==> src/rtl/pmp_region_encoder.sv <==
// Turns one region request into the PMP CSR write sequence (OFF, address(es), cfg); TOR mode only with PMP_TOR_EN.
// Latency: reject responds 2 cycles after accept; NAPOT/NA4 responds after 3 writes, TOR after 4.
// Backpressure: each CSR write holds its fields until CSRWriteAck; no new request until the response pulse ends.
module pmp_region_encoder #(
    parameter int PA_BITS     = 56,
    parameter int XLEN        = 64,
    parameter int PMP_ENTRIES = 16,
    localparam int IDXW       = $clog2(PMP_ENTRIES)
) (
    input  logic                   clk,
    input  logic                   reset,
    input  logic                   ReqValid,
    output logic                   ReqReady,
    input  logic [PA_BITS-1:0]     ReqBase,
    input  logic [5:0]             ReqLog2Size,
    input  logic [3:0]             ReqPerm,
    input  logic [IDXW-1:0]        ReqIndex,
    input  logic                   ReqTOR,
    input  logic [PMP_ENTRIES-1:0] LockedVec,
    output logic                   CSRWriteValid,
    output logic                   CSRWriteIsCfg,
    output logic [IDXW-1:0]        CSRWriteIndex,
    output logic [XLEN-1:0]        CSRWriteData,
    input  logic                   CSRWriteAck,
    output logic                   RespValid,
    output logic                   RespError
);

    typedef logic [PA_BITS:0] wide_t;

    typedef enum logic [2:0] {
        IDLE,
        CHECK,
        DIS,
`ifdef PMP_TOR_EN
        ADR_LO,
`endif
        ADR,
        CFG,
        RESP
    } state_t;

    state_t            state;
    logic [PA_BITS-1:0] base_q;
    logic [5:0]        k_q;
    logic [3:0]        perm_q;
    logic [IDXW-1:0]   idx_q;
    logic              tor_q;

    wide_t             base_w;
    wide_t             size_w;
    wide_t             napot_mask;
    wide_t             adr_w;
    logic              chk_err;
    logic [1:0]        a_field;
    logic [XLEN-1:0]   adr_dat;
    logic [XLEN-1:0]   cfg_dat;

    // One extra bit so base + size can reach exactly 2^PA_BITS without wrapping.
    assign base_w     = {1'b0, base_q};
    assign size_w     = wide_t'(1) << k_q;
    assign napot_mask = (size_w >> 3) - wide_t'(1);

`ifdef PMP_TOR_EN
    wide_t             end_w;
    logic [IDXW-1:0]   idx_prev;
    logic [XLEN-1:0]   lo_dat;

    assign end_w    = base_w + size_w;
    assign idx_prev = idx_q - IDXW'(1);
    assign lo_dat   = XLEN'(base_w >> 2);
`endif

    always_comb begin
        chk_err = 1'b0;
        if (k_q < 6'd2)                                    chk_err = 1'b1;
        if (int'(k_q) > PA_BITS)                           chk_err = 1'b1;
        if (base_q[1:0] != 2'b00)                          chk_err = 1'b1;
        if (!tor_q && ((base_w & (size_w - wide_t'(1))) != '0)) chk_err = 1'b1;
        if (LockedVec[idx_q])                              chk_err = 1'b1;
`ifdef PMP_TOR_EN
        if (tor_q && (idx_q == '0))                        chk_err = 1'b1;
        if (tor_q && LockedVec[idx_prev])                  chk_err = 1'b1;
        if (tor_q && end_w[PA_BITS] && (end_w[PA_BITS-1:0] != '0)) chk_err = 1'b1;
`else
        if (tor_q)                                         chk_err = 1'b1;
`endif
    end

    always_comb begin
        adr_w = (base_w >> 2) | napot_mask;
        if (k_q == 6'd2) adr_w = base_w >> 2;
`ifdef PMP_TOR_EN
        if (tor_q) adr_w = end_w >> 2;
`endif
    end

    assign a_field = tor_q ? 2'b01 : ((k_q == 6'd2) ? 2'b10 : 2'b11);
    assign adr_dat = XLEN'(adr_w);
    assign cfg_dat = XLEN'({perm_q[3], 2'b00, a_field, perm_q[2:0]});

    always_ff @(posedge clk) begin
        if (reset) begin
            state         <= IDLE;
            ReqReady      <= 1'b1;
            CSRWriteValid <= 1'b0;
            CSRWriteIsCfg <= 1'b0;
            CSRWriteIndex <= '0;
            CSRWriteData  <= '0;
            RespValid     <= 1'b0;
            RespError     <= 1'b0;
            base_q        <= '0;
            k_q           <= '0;
            perm_q        <= '0;
            idx_q         <= '0;
            tor_q         <= 1'b0;
        end else begin
            case (state)
                IDLE: begin
                    if (ReqValid) begin
                        base_q   <= ReqBase;
                        k_q      <= ReqLog2Size;
                        perm_q   <= ReqPerm;
                        idx_q    <= ReqIndex;
                        tor_q    <= ReqTOR;
                        ReqReady <= 1'b0;
                        state    <= CHECK;
                    end
                end
                CHECK: begin
                    if (chk_err) begin
                        RespValid <= 1'b1;
                        RespError <= 1'b1;
                        state     <= RESP;
                    end else begin
                        // Entry goes OFF first so no half-updated region is ever live.
                        CSRWriteValid <= 1'b1;
                        CSRWriteIsCfg <= 1'b1;
                        CSRWriteIndex <= idx_q;
                        CSRWriteData  <= '0;
                        state         <= DIS;
                    end
                end
                DIS: begin
                    if (CSRWriteAck) begin
`ifdef PMP_TOR_EN
                        if (tor_q) begin
                            CSRWriteIsCfg <= 1'b0;
                            CSRWriteIndex <= idx_prev;
                            CSRWriteData  <= lo_dat;
                            state         <= ADR_LO;
                        end else
`endif
                        begin
                            CSRWriteIsCfg <= 1'b0;
                            CSRWriteIndex <= idx_q;
                            CSRWriteData  <= adr_dat;
                            state         <= ADR;
                        end
                    end
                end
`ifdef PMP_TOR_EN
                ADR_LO: begin
                    if (CSRWriteAck) begin
                        CSRWriteIndex <= idx_q;
                        CSRWriteData  <= adr_dat;
                        state         <= ADR;
                    end
                end
`endif
                ADR: begin
                    if (CSRWriteAck) begin
                        CSRWriteIsCfg <= 1'b1;
                        CSRWriteData  <= cfg_dat;
                        state         <= CFG;
                    end
                end
                CFG: begin
                    if (CSRWriteAck) begin
                        CSRWriteValid <= 1'b0;
                        CSRWriteIsCfg <= 1'b0;
                        CSRWriteIndex <= '0;
                        CSRWriteData  <= '0;
                        RespValid     <= 1'b1;
                        RespError     <= 1'b0;
                        state         <= RESP;
                    end
                end
                RESP: begin
                    RespValid <= 1'b0;
                    RespError <= 1'b0;
                    ReqReady  <= 1'b1;
                    state     <= IDLE;
                end
                default: begin
                    ReqReady <= 1'b1;
                    state    <= IDLE;
                end
            endcase
        end
    end

endmodule

==> config.mk <==
export PLATFORM = sky130hd
export DESIGN_NAME = pmp_region_encoder
export DESIGN_NICKNAME = d
export VERILOG_FILES = /design/src/rtl/pmp_region_encoder.sv
export SDC_FILE = /design/constraint.sdc
export NUM_CORES = 1
export LEC_CHECK = 0
export BUFFER_PORTS_ARGS = -buffer_cell sky130_fd_sc_hd__buf_2
export CORE_MARGIN = 4
export CORE_UTILIZATION = 60
export CTS_BUF_LIST = sky130_fd_sc_hd__clkbuf_2 sky130_fd_sc_hd__clkbuf_4 sky130_fd_sc_hd__clkbuf_8
export DETAILED_ROUTE_END_ITERATION = 10
export PLACE_DENSITY = 0.93
export REMOVE_ABC_BUFFERS = 1
export SYNTH_ARGS = -nofsm -noshare
export SYNTH_HDL_FRONTEND = slang
export SYNTH_SLANG_ARGS = --single-unit
==> constraint.sdc <==
create_clock -name clk -period 10.35 [get_ports clk]
set_clock_uncertainty 0.15 [all_clocks]
set_input_delay 3.105 -clock clk [delete_from_list [all_inputs] [get_ports clk]]
set_output_delay 3.105 -clock clk [all_outputs]
set_load 0.005 [all_outputs]
======== Yosys cells after proc, flatten, opt, wreduce, memory -nomap -nowiden ========
Index checks and enable logic that the tools add are counted.
operators by class
  add/sub/neg operators ................... 2
  multipliers ............................. 0
  divide/modulo/power cells ............... 0
  magnitude comparators ................... 3
  eq/ne operators ......................... 13
  shift-type cells ........................ 1
  mux-type cells .......................... 36
  bitwise operators ....................... 3
  reduce and logical (&&, ||, !) cells .... 20
operator list
  operator                                                     count
  2-to-1 mux 64 bit                                            4
  case mux 64 bit (4 select lines)                             1
  bitwise AND 56 x 57 -> 57 bit                                1
  2-to-1 mux 57 bit                                            1
  bitwise OR 54 x 57 -> 57 bit                                 1
  nonzero test 57 bit                                          1
  left shift 1 x 6 -> 57 bit (first input constant)            1
  subtractor 57 x 1 -> 57 bit (second input constant)          1
  subtractor 54 x 1 -> 55 bit (second input constant)          1
  2-to-1 mux 3 bit                                             5
  case mux 3 bit (5 select lines)                              1
  2-to-1 mux 1 bit                                             13
  2-to-1 mux 4 bit                                             3
  != test 2 bit (second input constant)                        6
  case mux 4 bit (3 select lines)                              1
  AND reduction 4 bit                                          3
  case mux 1 bit (3 select lines)                              3
  nonzero test 3 bit                                           3
  == test 3 x 2 -> 1 bit (second input constant)               2
  == test 3 bit (second input constant)                        2
  == test 6 x 2 -> 1 bit (second input constant)               1
  > comparator 6 bit (second input constant)                   1
  less-than comparator 6 x 2 -> 1 bit (second input constant)  1
  AND reduction 3 bit                                          2
  16 further kinds                                             19
word-level totals
  flip-flop bits (word level) ............. 147
  bits in latches ......................... 0
  bits in writable memories ............... 0
  ROM bits ................................ 0
  output and inout port bits .............. 73
  memories kept ........................... 0

======== Longest topological paths before layout ========
Gate-level depths: netlist (run 1).
  word-level depth ........................ 10
  mapped depth ............................ 21
  depth with buffers taken out ............ 13

======== Worst setup path before layout (run 1) ========
OpenSTA, ideal clock, no wires.
  path kind ............................... input -> register
  start ................................... input LockedVec[6]
  end ..................................... register CSRWriteData[10]
  data arrival time ....................... 5.131 ns
  data required time ...................... 10.054 ns
  slack ................................... 4.923 ns
  stages .................................. 11
  cell sequence ........................... mux4_2 -> a211oi_1 -> and4_1 -> nand4_1 -> nor4_1 -> and4_1 -> and3_4 -> or3_4 -> buf_8 -> buf_8 -> o22ai_2
on the way
  cells in the longest elaborated chain, start to end .. 6
ends and longest elaborated chain
  what                                    RTL line  text
  start: declaration                      19        input logic [PMP_ENTRIES-1:0] LockedVec,
  binary-select mux 1 bit (select 4 bit)  80        if (LockedVec[idx_q]) chk_err = 1'b1;
  2-to-1 mux 1 bit (not written as such)  80
  2-to-1 mux 1 bit                        80
  2-to-1 mux 1 bit                        86        if (tor_q) chk_err = 1'b1;
  != test 2 bit (no source line)          n/a
  AND reduction 5 bit (no source line)    n/a
  end signal: assignment                  157       CSRWriteData <= adr_dat;
  end signal: assignment                  174       CSRWriteData <= cfg_dat;
  end: declaration                        23        output logic [XLEN-1:0] CSRWriteData,
Every way passes these cells. The select of a mux whose other input is x is not followed.
A chain may end at the register's enable or synchronous reset.

======== Worst setup path after layout (run 1) ========
  start ................................... input LockedVec[6]
  end ..................................... register CSRWriteData[49]
The elaborated chain is that of the path after synthesis.

==> impl_metrics.tcl, run 1 <==
set metrics [dict create \
    status "finished, violations left" \
    synthMuxAreaShare 0.0210 \
    multiInputGateArea_mm2 0.00512 \
    num_rows 43 \
    clk_pin_slew_ps 80 \
    slew_headroom 0.124 \
    worstPathRequired_ps 10520 \
    drv_slew 0 \
    synth-xor-area-share 0.0222 \
    dp.cells 1409 \
    worstHoldPathCells 2 \
    cp_num_cells 10 \
    synthFlopType "dfxtp_1" \
    holdWs_ps 309 \
    portBuffers 156 \
    viasPerCell 6.60 \
    cts_repair_resize_count 0 \
    synth_edf_count 0 \
    max_cap_violations 0 \
    dr.first_iter.drc_count 1151 \
    grt_max_degree 83 \
    grt_antenna_before_repair 1 \
    synth_seq_cells 138 \
    synth_adder_area_share 0.00432 \
    wl_per_cell_um 22.1 \
    cts_buffer_depth 2 \
    area_growth_pct 12.2 \
    layout.nets 1342 \
    r2r_cells 13 \
    asyncSetResetFlopFracSynth 0 \
    postLayoutCoreUtil 0.694 \
    synth_compound_area_frac 0.298 \
    final_common_cell "nand2_1" \
    cts_setup_buffers 0 \
    power.density_mw_per_mm2 233 \
    postCtsHoldBufs 0 \
    dr.pass1.iters 11 \
    drc_errors 2 \
    coreArea_mm2 0.0140 \
    diodes 0 \
    startpoint "LockedVec[6]" \
    slowest_delay_ps 720 \
    cpMostUsedCell "and4_1" \
    worst_slew_pin_slew_ps 1300 \
    ys_types 99 \
    ioPinCount 164 \
    die_w_um 128 \
    synth_cells 1158 \
    max_freq_ghz 0.173 \
    period_needed_ps 5790 \
    clock_sinks 138 \
    cts_tree "yes" \
    die_y_um 128 \
    htreeDepth 4 \
    setup.worst_path.end_class "register" \
    track_usage 0.376 \
    dieArea_mm2 0.0165 \
    min_from "k_q[0]" \
    netlist_area_mm2 0.00869 \
    r2r_start "k_q[2]" \
    path_buf_inv 1 \
    clockRootBuffer "clkbuf_8" \
    vdd_drop_max_mv 0.202 \
    drive_gt1_frac 0.227 \
    synth_top_family_by_area "compound AO/OA/AOI/OAI gates" \
    hold_violations 0 \
    grt_overflow 0 \
    period_share 0.560 \
    setup.worst_path.start_class "primary input" \
    hold_path_class "register to register" \
    start_util 0.619 \
    avgSynthCellArea_um2 7.50 \
    dp_hpwl_mm 21.7 \
    arrival_ps 5960 \
    critical_path.max_fanout 55 \
    cts_made_buffers 17 \
    ys_seq_area_frac 0.318 \
    final_cell_mix "nand2_1, buf_2, dfxtp_1" \
    crit_path_cell_trace "buf_2 > mux4_2 > a211oi_1 > and4_1 > nand4_1 > nor4_1 > and4_1 > and3_4 > or3_4 > o22ai_2" \
    path_class "primary input to register" \
    clkLatencyLatePin_ps 460 \
    ff_latch_area_mm2 0.00276 \
    wirelength_mm 31.8 \
    fin_cells 1440 \
    gp_congestion 1.03 \
    ant_nets 0 \
    power.leakage_nw 3.73 \
    crit_family "simple AND/OR/NAND/NOR gates" \
    grt_pass1_wl_mm 48.5 \
    setup_viol 0 \
    yosys_warnings 0 \
    vias 9497 \
    grt_pass1_vias 8896 \
    finalSetupTns_ps 0 \
    synthSimpleGateAreaFrac 0.239 \
    rsz0062_at_grt "false" \
    fillers 1163 \
    crit_slowest_cell "or3_4" \
    violations "DRC" \
]
## tightest hold or removal path: stages, from the launching register on
cell     delay [ps]
dfxtp_1         320
nand2_1          50
a21oi_1          50
## report_power, final
part | internal (W) | leakage [nW] | switching [W]
logic | 0.000365 | 2.39 | 0.000758
registers | 0.000591 | 1.12 | 0.0000638
clock network | 0.000276 | 0.214 | 0.000217
## cells by family (layout without fill, tap and decap cells)
kind of cell    after synthesis  count (layout)
simple gates                433             433
fa+ha+maj                     3               3
compound gates              364             364
buf+inv                     182             278
mux                          15              15
xor+xnor                     22              22
flops                       138             138
other cells                   1               7
## registers in the layout, indices dropped and copies added (netlist names), 3 cells and up
name	cells
base_q	56
CSRWriteData	55
k_q	6
CSRWriteIndex	4
idx_q	4
perm_q	4
state	3
## per-stage QoR
step / cell area (um2) / worst slack, ps / total power [W]
after floorplan: 8140 / 3170 / 0.00138
after global placement: 9310 / 4280 / 0.00172
after detailed placement: 9310 / 4160 / 0.00173
after CTS: 9750 / 4620 / 0.00222
after global routing: 9750 / 4450 / 0.00236
final: 9750 / 4560 / 0.00227
## Yosys cell counts, drive strengths merged, types with 4 or more instances
cell	instances	area (um2)
mux2i	7	70.1
o31ai	4	30.0
clkbuf	60	225
nand3	31	160
xor2	4	35.0
nor4	13	109
a22oi	5	37.5
or2	4	25.0
nand2b	7	43.8
dfxtp	138	2760
a31oi	25	163
nor3	31	155
or4	4	33.8
o41ai	4	42.6
nor3b	7	52.6
a221oi	6	52.6
a22o	8	70.1
inv	68	255
a21o	4	30.0
o22ai	50	582
a2111oi	6	58.8
o21ai	68	355
or3	5	36.3
nand2	209	787
buf	51	349
nor4b	4	41.3
a21oi	121	606
a211oi	20	163
and3	5	36.3
mux2	6	67.6
nand4	17	113
nor2	62	235
nor2b	13	81.3
o211ai	8	70.1
xnor2	18	158
and2	10	65.1
## final cells by class
class	count	area share
clock buffer	20	0.0276
sequential	138	0.283
multi-input combinational	844	0.526
timing repair buffer	176	0.0955
tap	180	0.0231
clock inverter	11	0.0175
inverter	71	0.0273
## final timing paths
kind / to / slack [ps]
worst min-delay path: k_q[0] / 310
worst max-delay path: CSRWriteData[49] / 4560
worst max register to register: CSRWriteData[49] / 4620
worst min register to register: k_q[0] / 310
## per-layer routing
metal | vias to the layer above | global-route usage | part of all wire | routed length (um)
met4 | 2 | 0.206 | 0.059 | 1870
met3 | 171 | 0.122 | 0.13 | 4240
met1 | 4350 | 0.461 | 0.36 | 11600
li1 | 4285 | - | - | -
met2 | 689 | 0.587 | 0.44 | 14100
met5 | - | 0 | 0.00038 | 12
Power figures use the tool's default switching activity.
==> run 2, diff against run 1 <==
--- a/config.mk
+++ b/config.mk
@@ -5,12 +5,13 @@
 export SDC_FILE = /design/constraint.sdc
 export NUM_CORES = 1
 export LEC_CHECK = 0
+export ABC_AREA = 1
 export BUFFER_PORTS_ARGS = -buffer_cell sky130_fd_sc_hd__buf_2
 export CORE_MARGIN = 4
-export CORE_UTILIZATION = 60
+export CORE_UTILIZATION = 59
 export CTS_BUF_LIST = sky130_fd_sc_hd__clkbuf_2 sky130_fd_sc_hd__clkbuf_4 sky130_fd_sc_hd__clkbuf_8
 export DETAILED_ROUTE_END_ITERATION = 10
-export PLACE_DENSITY = 0.93
+export PLACE_DENSITY = 0.91
 export REMOVE_ABC_BUFFERS = 1
 export SYNTH_ARGS = -nofsm -noshare
 export SYNTH_HDL_FRONTEND = slang
==> constraint.sdc (replaced) <==
create_clock -name clk -period 5.47 [get_ports clk]
set_clock_uncertainty 0.15 [all_clocks]
set_input_delay 1.641 -clock clk [delete_from_list [all_inputs] [get_ports clk]]
set_output_delay 1.641 -clock clk [all_outputs]
set_load 0.005 [all_outputs]
==> impl_metrics.tcl, run 2 <==
set metrics [dict create \
    area_growth_pct 12.5 \
    max_freq_ghz 0.214 \
    synth.most_common_cell "nand2_1" \
    cpMostUsedCell "nor2_1" \
    status "finished clean" \
    gp_congestion 1.15 \
    yosys-top-cells-count "nand2_1, nor2_1, nand3_1" \
    wl_per_cell_um 18.4 \
    final_cell_mix "nand2_1, nor2_1, nand3_1" \
    clockRootBuffer "clkbuf_8" \
    avgSynthCellArea_um2 5.87 \
    die_y_um 134 \
    synth.area.top_cells "dfxtp_1, nand2_1, nor2_1, nand3_1, a21oi_1" \
    coreArea_mm2 0.0154 \
    start_util 0.609 \
    period_needed_ps 4660 \
    cts_made_buffers 17 \
    setup_viol 0 \
    top_regs "base_q (56), CSRWriteData (55), k_q (6)" \
    cts_tree "yes" \
    diodes 0 \
    synth_cells 1602 \
    power.density_mw_per_mm2 382 \
    setup.worst_path.start_class "register" \
    worstPathRequired_ps 5690 \
    drive_gt1_frac 0.152 \
    fin_cells 1932 \
    share_comb_of_total_power 0.465 \
    power.leakage_nw 5.54 \
    clock_sinks 138 \
    postCtsHoldBufs 0 \
    ys_types 38 \
    drc_errors 0 \
    slowest_delay_ps 740 \
    synthFlopType "dfxtp_1" \
    p_sw_frac 0.464 \
    hold_violations 0 \
    yosys_warnings 0 \
    seqPwrFrac 0.318 \
    crit_path_cell_trace "nor2_2 > nand2_1 > nor2_1 > inv_1 > ha_1 > inv_1 > nor2_1 > inv_1 > a21oi_1 > nor2_1 > nor2_1 > nand2_1 > nor2_1 > nand2_1 > nor2_1 > nand3_1 > nand2_4 > buf_12 > nand3_1 > nand2_1 > nor2_1" \
    worst_slack_ps 808 \
    viasPerCell 5.93 \
    top_register "base_q" \
    critical_path.max_fanout 59 \
    largest_register_ffs 56 \
    worst_slew_pin_slew_ps 1200 \
    fillers 1490 \
    cts_buffer_depth 2 \
    yosys.area.top_type "dfxtp_1" \
    vias 11500 \
    path_buf_inv 4 \
    period_share 0.852 \
    hold_path_class "register to register" \
    final_common_cell "nand2_1" \
    finalSetupTns_ps 0 \
    grt_antenna_before_repair 0 \
    internal-power_w 0.00216 \
    ys_seq_area_frac 0.294 \
    netlist_area_mm2 0.00940 \
    num_rows 45 \
    grt_overflow 0 \
    slew_headroom 0.182 \
    rsz0062_at_grt "false" \
    cts_setup_buffers 0 \
    cts_repair_resize_count 0 \
    p_clk_frac 0.217 \
    dr.pass1.iters 7 \
    arrival_ps 4880 \
    htreeDepth 4 \
    path_class "register to register" \
    setup.worst_path.end_class "register" \
    track_usage 0.386 \
    wirelength_mm 35.5 \
    grt_pass1_vias 10600 \
    dr.first_iter.drc_count 1432 \
    drv_slew 0 \
    die_w_um 134 \
    dp_hpwl_mm 27.2 \
    vdd_drop_max_mv 0.211 \
    synth_edf_count 0 \
    p_switching_w 0.00187 \
    ioPinCount 164 \
    dp.cells 1900 \
    grt_pass1_wl_mm 55.3 \
    clk_pin_slew_ps 90 \
    max_cap_violations 0 \
    asyncSetResetFlopFracSynth 0 \
    ant_nets 0 \
    portBuffers 156 \
    grt_max_degree 90 \
    synth_seq_cells 138 \
    crit_slowest_cell "dfxtp_1" \
    dieArea_mm2 0.0180 \
    yosys.area.top_type_share 0.294 \
    layout.nets 1802 \
    crit_family "simple AND/OR/NAND/NOR gates" \
    pre_cts_slack_ps 1040 \
    clkLatencyLatePin_ps 480 \
]
-- run 2: power groups by stage --
stage	Combinational, W	Sequential, W	Clock, W
after floorplan	0.00118	0.00129	0
after global placement	0.00177	0.00129	0
after detailed placement	0.00181	0.00130	0
after CTS	0.00182	0.00128	0.000865
after global routing	0.00205	0.00130	0.000911
final	0.00188	0.00128	0.000876
-- run 2: layout make-up --
cell class / count / area (um2) / share of cell area
clock inverters: 15 / 168 / 0.0159
clock buffers: 17 / 234 / 0.0221
repair buffers: 167 / 901 / 0.0852
multi-input cells: 1233 / 5670 / 0.536
well taps: 211 / 264 / 0.0250
flip-flops and latches: 138 / 2760 / 0.261
inverters: 151 / 572 / 0.0541
-- run 2: path summary, 6_finish.rpt --
check | startpoint | to | slack (ps) | cells after the start
setup reg to reg | k_q[3] | CSRWriteData[43] | 810 | 21
setup / recovery | k_q[3] | CSRWriteData[43] | 810 | 21
hold / removal | perm_q[2] | perm_q[2] | 300 | 2
hold reg to reg | perm_q[2] | perm_q[2] | 300 | 2
-- run 2: kinds of logic after synthesis --
family,count (synthesis),share of synthesized area
buffers and inverters,237,0.107
AO/OA/AOI/OAI,315,0.172
adder cells (fa/ha/maj),3,0.00400
flip-flops,138,0.294
AND/OR/NAND/NOR,908,0.423
other,1,0.000399
-- run 2: metal layers --
metal	GRT usage	share of wire
met5	0	0
met4	0.170	0.052
met3	0.0934	0.11
met2	0.633	0.45
met1	0.482	0.39
-- run 2: worst min-delay path, stage by stage (launching register included) --
cell and delay (ps):
dfxtp_1 320, inv_1 50, a21oi_1 50
-- run 2: metrics by stage --
stage,hold slack [ps],power [W],util,instance area [um2]
floorplan,276,0.00247,-,8980
global placement,283,0.00306,0.659,10200
detailed placement,288,0.00311,0.659,10200
CTS,301,0.00396,0.685,10600
global route,320,0.00426,0.685,10600
finish,303,0.00404,0.685,10600
